## src/rtl/mul_sequencer_if.sv

```systemverilog
// Signal bundle between decode/execute and the MUL sequencer.
// The sequencer sits on the slave side; decode/execute and the ALU sit on the master side.
interface mul_sequencer_if #(
    parameter int WORD = 64
);
    logic            start;
    logic [WORD-1:0] op_a;
    logic [WORD-1:0] op_b;
    logic [WORD-1:0] alu_a_in;
    logic [WORD-1:0] alu_b_in;
    logic [3:0]      alu_op_in;
    logic            update_sreg_in;
    logic [WORD-1:0] alu_result;
    logic [WORD-1:0] alu_a_out;
    logic [WORD-1:0] alu_b_out;
    logic [3:0]      alu_op_out;
    logic            update_sreg_out;
    logic [WORD-1:0] result;
    logic            stall;
    logic            busy;
    logic            done;

    modport slave (
        input  start, op_a, op_b, alu_a_in, alu_b_in, alu_op_in, update_sreg_in, alu_result,
        output alu_a_out, alu_b_out, alu_op_out, update_sreg_out, result, stall, busy, done
    );

    modport master (
        output start, op_a, op_b, alu_a_in, alu_b_in, alu_op_in, update_sreg_in, alu_result,
        input  alu_a_out, alu_b_out, alu_op_out, update_sreg_out, result, stall, busy, done
    );
endinterface

```

## src/rtl/mul_sequencer.sv

```systemverilog
// Shift-and-add MUL controller that borrows the shared main ALU for one add per cycle.
// Idle: ALU path is a straight pass-through; MUL: stalls the datapath until the product is ready.
module mul_sequencer #(
    parameter int          WORD    = 64,
    parameter logic [3:0]  ALU_ADD = 4'b0010
) (
    input  logic               clk,
    input  logic               reset,
    mul_sequencer_if.slave     bus
);

    typedef enum logic [1:0] {
        IDLE = 2'd0,
        RUN  = 2'd1,
        DONE = 2'd2
    } state_t;

    state_t          state_reg, state_next;
    logic [WORD-1:0] acc_reg, acc_next;
    logic [WORD-1:0] mcand_reg, mcand_next;
    logic [WORD-1:0] mplier_reg, mplier_next;
    logic [WORD-1:0] mplier_shifted;

    logic [WORD-1:0] alu_a_out;
    logic [WORD-1:0] alu_b_out;
    logic [3:0]      alu_op_out;
    logic            update_sreg_out;
    logic [WORD-1:0] result;
    logic            stall;
    logic            done;

    assign mplier_shifted = mplier_reg >> 1;

    always_ff @(posedge clk) begin
        if (reset) begin
            state_reg  <= IDLE;
            acc_reg    <= '0;
            mcand_reg  <= '0;
            mplier_reg <= '0;
        end else begin
            state_reg  <= state_next;
            acc_reg    <= acc_next;
            mcand_reg  <= mcand_next;
            mplier_reg <= mplier_next;
        end
    end

    always_comb begin
        state_next      = state_reg;
        acc_next        = acc_reg;
        mcand_next      = mcand_reg;
        mplier_next     = mplier_reg;
        alu_a_out       = bus.alu_a_in;
        alu_b_out       = bus.alu_b_in;
        alu_op_out      = bus.alu_op_in;
        update_sreg_out = bus.update_sreg_in;
        result          = bus.alu_result;
        stall           = 1'b0;
        done            = 1'b0;

        unique case (state_reg)
            IDLE: begin
                if (bus.start) begin
                    // MUL never touches NZCV, even in its issue cycle.
                    update_sreg_out = 1'b0;
                    stall           = 1'b1;
                    acc_next        = '0;
                    mcand_next      = bus.op_a;
                    mplier_next     = bus.op_b;
                    state_next      = (bus.op_b == '0) ? DONE : RUN;
                end
            end
            RUN: begin
                alu_a_out       = acc_reg;
                alu_b_out       = mcand_reg;
                alu_op_out      = ALU_ADD;
                update_sreg_out = 1'b0;
                stall           = 1'b1;
                if (mplier_reg[0]) begin
                    acc_next = bus.alu_result;
                end
                mcand_next  = mcand_reg << 1;
                mplier_next = mplier_shifted;
                // Stop as soon as no set multiplier bits remain.
                if (mplier_shifted == '0) begin
                    state_next = DONE;
                end
            end
            DONE: begin
                update_sreg_out = 1'b0;
                result          = acc_reg;
                done            = 1'b1;
                state_next      = IDLE;
            end
            default: begin
                state_next = IDLE;
            end
        endcase
    end

    assign bus.alu_a_out       = alu_a_out;
    assign bus.alu_b_out       = alu_b_out;
    assign bus.alu_op_out      = alu_op_out;
    assign bus.update_sreg_out = update_sreg_out;
    assign bus.result          = result;
    assign bus.stall           = stall;
    assign bus.busy            = (state_reg != IDLE);
    assign bus.done            = done;

endmodule

```

## src/flat_wrapper.sv

```systemverilog
// flat-port wrapper written by rule: the top's interface ports become plain ports
module mul_sequencer_flat 
#(
    parameter int          WORD    = 64,
    parameter logic [3:0]  ALU_ADD = 4'b0010
)
  (clk, reset, bus_start, bus_op_a, bus_op_b, bus_alu_a_in, bus_alu_b_in, bus_alu_op_in, bus_update_sreg_in, bus_alu_result, bus_alu_a_out, bus_alu_b_out, bus_alu_op_out, bus_update_sreg_out, bus_result, bus_stall, bus_busy, bus_done);
  mul_sequencer_if #(.WORD(WORD)) bus_i ();
  input  logic clk;
  input  logic reset;
  input wire logic [$bits(bus_i.start)-1:0] bus_start;
  input wire logic [$bits(bus_i.op_a)-1:0] bus_op_a;
  input wire logic [$bits(bus_i.op_b)-1:0] bus_op_b;
  input wire logic [$bits(bus_i.alu_a_in)-1:0] bus_alu_a_in;
  input wire logic [$bits(bus_i.alu_b_in)-1:0] bus_alu_b_in;
  input wire logic [$bits(bus_i.alu_op_in)-1:0] bus_alu_op_in;
  input wire logic [$bits(bus_i.update_sreg_in)-1:0] bus_update_sreg_in;
  input wire logic [$bits(bus_i.alu_result)-1:0] bus_alu_result;
  output wire logic [$bits(bus_i.alu_a_out)-1:0] bus_alu_a_out;
  output wire logic [$bits(bus_i.alu_b_out)-1:0] bus_alu_b_out;
  output wire logic [$bits(bus_i.alu_op_out)-1:0] bus_alu_op_out;
  output wire logic [$bits(bus_i.update_sreg_out)-1:0] bus_update_sreg_out;
  output wire logic [$bits(bus_i.result)-1:0] bus_result;
  output wire logic [$bits(bus_i.stall)-1:0] bus_stall;
  output wire logic [$bits(bus_i.busy)-1:0] bus_busy;
  output wire logic [$bits(bus_i.done)-1:0] bus_done;
  assign bus_i.start = bus_start;
  assign bus_i.op_a = bus_op_a;
  assign bus_i.op_b = bus_op_b;
  assign bus_i.alu_a_in = bus_alu_a_in;
  assign bus_i.alu_b_in = bus_alu_b_in;
  assign bus_i.alu_op_in = bus_alu_op_in;
  assign bus_i.update_sreg_in = bus_update_sreg_in;
  assign bus_i.alu_result = bus_alu_result;
  assign bus_alu_a_out = bus_i.alu_a_out;
  assign bus_alu_b_out = bus_i.alu_b_out;
  assign bus_alu_op_out = bus_i.alu_op_out;
  assign bus_update_sreg_out = bus_i.update_sreg_out;
  assign bus_result = bus_i.result;
  assign bus_stall = bus_i.stall;
  assign bus_busy = bus_i.busy;
  assign bus_done = bus_i.done;
  mul_sequencer #(.WORD(WORD), .ALU_ADD(ALU_ADD)) u_core (.clk(clk), .reset(reset), .bus(bus_i));
endmodule
```

## config.mk

```make
export PLATFORM = sky130hd
export DESIGN_NAME = mul_sequencer_flat
export DESIGN_NICKNAME = d
export VERILOG_FILES = /design/src/rtl/mul_sequencer_if.sv /design/src/rtl/mul_sequencer.sv /design/src/flat_wrapper.sv
export SDC_FILE = /design/constraint.sdc
export NUM_CORES = 1
export LEC_CHECK = 0
export ABC_CLOCK_PERIOD_IN_PS = 1640
export CORE_AREA = 2 2 203 205
export DETAILED_ROUTE_END_ITERATION = 8
export DIE_AREA = 0 0 205 207
export PLACE_DENSITY_LB_ADDON = 0.12
export SLEW_MARGIN = 20
export SYNTH_ARGS = -nofsm -noshare
export SYNTH_HDL_FRONTEND = slang
export SYNTH_SLANG_ARGS = --single-unit
```

## constraint.sdc

```tcl
create_clock -name clk -period 1.64 [get_ports clk]
set_input_delay 0.164 -clock clk [delete_from_list [all_inputs] [get_ports clk]]
set_output_delay 0.164 -clock clk [all_outputs]
set_load 0.1 [all_outputs]
```

==> results.json <==
{
  "status": "complete, but fails checks",
  "violations": "negative setup slack",
  "fin_crit_sh": 1.25,
  "p_sw_mw": 8.86,
  "crit_top_cell": "buf_12",
  "n_fill_cell": 3254,
  "p_per_area_mw_per_mm2": 830,
  "whs_ps": 147,
  "grt_max_degree": 53,
  "route.detailed.drc": 0,
  "report.final.slew_viol_count": 0,
  "max-clock-path-buffers": 2,
  "io_pins": 528,
  "dieArea_mm2": 0.0424,
  "crit_arrival_ps": 1890,
  "setup_viol": 392,
  "critPathTopFamily": "buffers and inverters",
  "fin_ws_ps": -418,
  "grtUsageTotal": 0.226,
  "finalHoldViolations": 0,
  "p_seq_frac": 0.258,
  "route.detailed.wl_per_inst_um": 20.6,
  "multiInputGateArea_mm2": 0.00919,
  "cp-end-kind": "output pin",
  "clkPwrFrac": 0.205,
  "combPwrFrac": 0.537,
  "drive_gt1_frac": 0.492,
  "gp_congestion": 0.803,
  "ant_nets": 0,
  "die_y_um": 207,
  "vias_per_cell": 4.88,
  "via_count": 12900,
  "cts_hold_buf": 0,
  "required_ps": 1480,
  "gr-total-overflow": 0,
  "io_buffers": 527,
  "cpPeakStageDelay_ps": 360,
  "min_period_ps": 2060,
  "avgSynthCellArea_um2": 7.09,
  "cts_inserted_buffers": 17,
  "synth_cell_types": 27,
  "critical_path_buf_inv_count": 4,
  "postSynthCellCount": 1396,
  "p_int_mw": 12.3,
  "cp_cell_sequence": "buf_6 > nand2b_4 > buf_12 > clkbuf_16 > mux2_4 > buf_12",
  "die_w_um": 205,
  "worstSetupPathType": "flip-flop to output pin",
  "hp-class": "input port to flip-flop",
  "p_leak_nw": 11.2,
  "synth_fp_nets": 1724,
  "netlist_area_mm2": 0.00990,
  "maxCapViolCount": 0,
  "path_max_fanout": 6,
  "tritoncts": "yes",
  "firstDrtPassIters": 7,
  "cp-start-kind": "flip-flop",
  "drt-initial-drc-count": 581,
  "h-tree-depth": 4,
  "rows": 74,
  "slew-limit-headroom": 0.553,
  "slowest_stage": "dfxtp_4",
  "syn_to_final_growth_pct": 158,
  "insertion_delay_ps": 440,
  "coreArea_mm2": 0.0404,
  "grt_pass1_vias": 12600,
  "ys_ff_latch": 194,
  "yosys_warnings": 0,
  "grt_setup_unrepaired": "yes",
  "hpwl_um": 36500,
  "start_util": 0.245,
  "clk_pin_slew_ps": 70,
  "cts.sinks": 194,
  "antenna_found_initial": 7,
  "ir_worst_vdd_mv": 0.734,
  "design_area_mm2": 0.0255,
  "cts_root_buf": "clkbuf_16",
  "regArea_mm2": 0.00389,
  "switching_share": 0.418,
  "nets": 2432,
  "grt_pass1_wl_um": 74200,
  "worstMarginPinSlew_ps": 664,
  "place_area_mm2": 0.0208,
  "skew_ps": 15.0,
  "ys_seq_area_frac": 0.392,
  "fmax_mhz": 486,
  "wl_um": 54700
}
[Yosys cell counts]
| cell type | instances | area share |
|---|---|---|
| and2_1 | 3 | 0.0019 |
| buf_1 | 2 | 0.00076 |
| a22oi_1 | 64 | 0.049 |
| nand2b_1 | 3 | 0.0019 |
| inv_1 | 4 | 0.0015 |
| nor4_1 | 33 | 0.021 |
| nand3_1 | 2 | 0.0010 |
| nand4_1 | 8 | 0.0051 |
| buf_6 | 5 | 0.0057 |
| nor2_1 | 130 | 0.049 |
| nor3_1 | 1 | 0.00051 |
| nor2_2 | 1 | 0.00063 |
| nor2b_1 | 2 | 0.0013 |
| mux2_2 | 64 | 0.073 |
| dfxtp_1 | 194 | 0.39 |
| a32o_1 | 1 | 0.0010 |
| buf_4 | 6 | 0.0046 |
| nor2_4 | 1 | 0.0011 |
| a21oi_1 | 3 | 0.0015 |
| a31oi_1 | 63 | 0.040 |
| buf_2 | 60 | 0.030 |
| nor3b_4 | 1 | 0.0019 |
| a311oi_1 | 63 | 0.056 |
| nand2_1 | 640 | 0.24 |
| o32ai_1 | 1 | 0.00089 |
| and3b_1 | 1 | 0.00089 |
| clkbuf_1 | 40 | 0.015 |
[cell type report]
class	count	area share
clock buffers	21	0.0177
clock inverters	10	0.00495
repair buffers	802	0.437
inverters	4	0.000834
well taps	532	0.0261
diodes	5	0.000490
flip-flops and latches	194	0.152
multi-input cells	1085	0.360
[power groups by stage]
stage               clock network [mW]  logic [mW]  registers (mW)
finish                            4.34        11.4            5.46
CTS                               4.42        10.2            5.35
global placement                     0        9.45            5.41
floorplan                            0        5.56            5.35
global route                      4.59        11.8            5.50
detailed placement                   0        9.50            5.42
[per-layer routing]
layer | share of wire | vias to the layer above | global-route usage
met3 | 0.066 | 59 | 0.0579
met5 | 0.00040 | - | 0
met2 | 0.53 | 437 | 0.403
met1 | 0.38 | 6255 | 0.262
met4 | 0.021 | 4 | 0.0687
li1 | - | 6187 | -
[cell families after synthesis]
group / synth area share
multiplexers: 0.0728
buffers and inverters: 0.0580
AO/OA/AOI/OAI: 0.148
flip-flops: 0.392
AND/OR/NAND/NOR: 0.329
[placed cells by master, fill, tap and decap left out, drive strengths merged, types with 8 or more instances in the layout]
cell type / count
nor2: 132
nor4: 33
clkdlybuf4s50: 326
dfxtp: 194
nand2: 640
a311oi: 63
buf: 441
a31oi: 63
clkbuf: 53
a22oi: 64
nand4: 8
mux2: 64
[repair_timing]
item                                    4_1_cts  5_1_grt
buffers inserted                             19       31
endpoints found under the setup margin      213      392
cloned                                       19       39
pin swaps                                    17      123
resized for setup                           220      379
[worst paths after layout]
| check | cells after the start | slack (ps) | start | to |
|---|---|---|---|---|
| worst max-delay path | 6 | -420 | u_core.state_reg[1] | bus_result[31] |
| worst min-delay path | 2 | 150 | reset | u_core.acc_reg[9] |
| worst max register to register | 12 | -330 | u_core.state_reg[1] | u_core.mcand_reg[29] |
| worst min register to register | 2 | 490 | u_core.mcand_reg[42] | u_core.mcand_reg[42] |
[worst register-to-register path, stage by stage (launching register included)]
cell	delay [ps]
dfxtp_4	360
buf_6	130
buf_4	130
buf_6	110
nor3b_4	270
buf_12	150
nor2_4	40
buf_6	110
buf_12	140
buf_12	140
clkbuf_16	160
nand2_2	70
a31oi_1	60
[through the flow]
| stage | utilization | total power [mW] | cells | TNS (ps) | worst slack, ps |
|---|---|---|---|---|---|
| floorplan | - | 10.9 | 1396 | -201 | -201 |
| global placement | 0.515 | 14.9 | 2515 | -29080 | -550 |
| detailed placement | 0.515 | 14.9 | 2515 | -31000 | -451 |
| CTS | 0.565 | 20.0 | 2583 | -87940 | -441 |
| global route | 0.632 | 21.9 | 2653 | -135260 | -481 |
| finish | 0.632 | 21.2 | 2653 | -109400 | -418 |
Power figures use the tool's default switching activity.
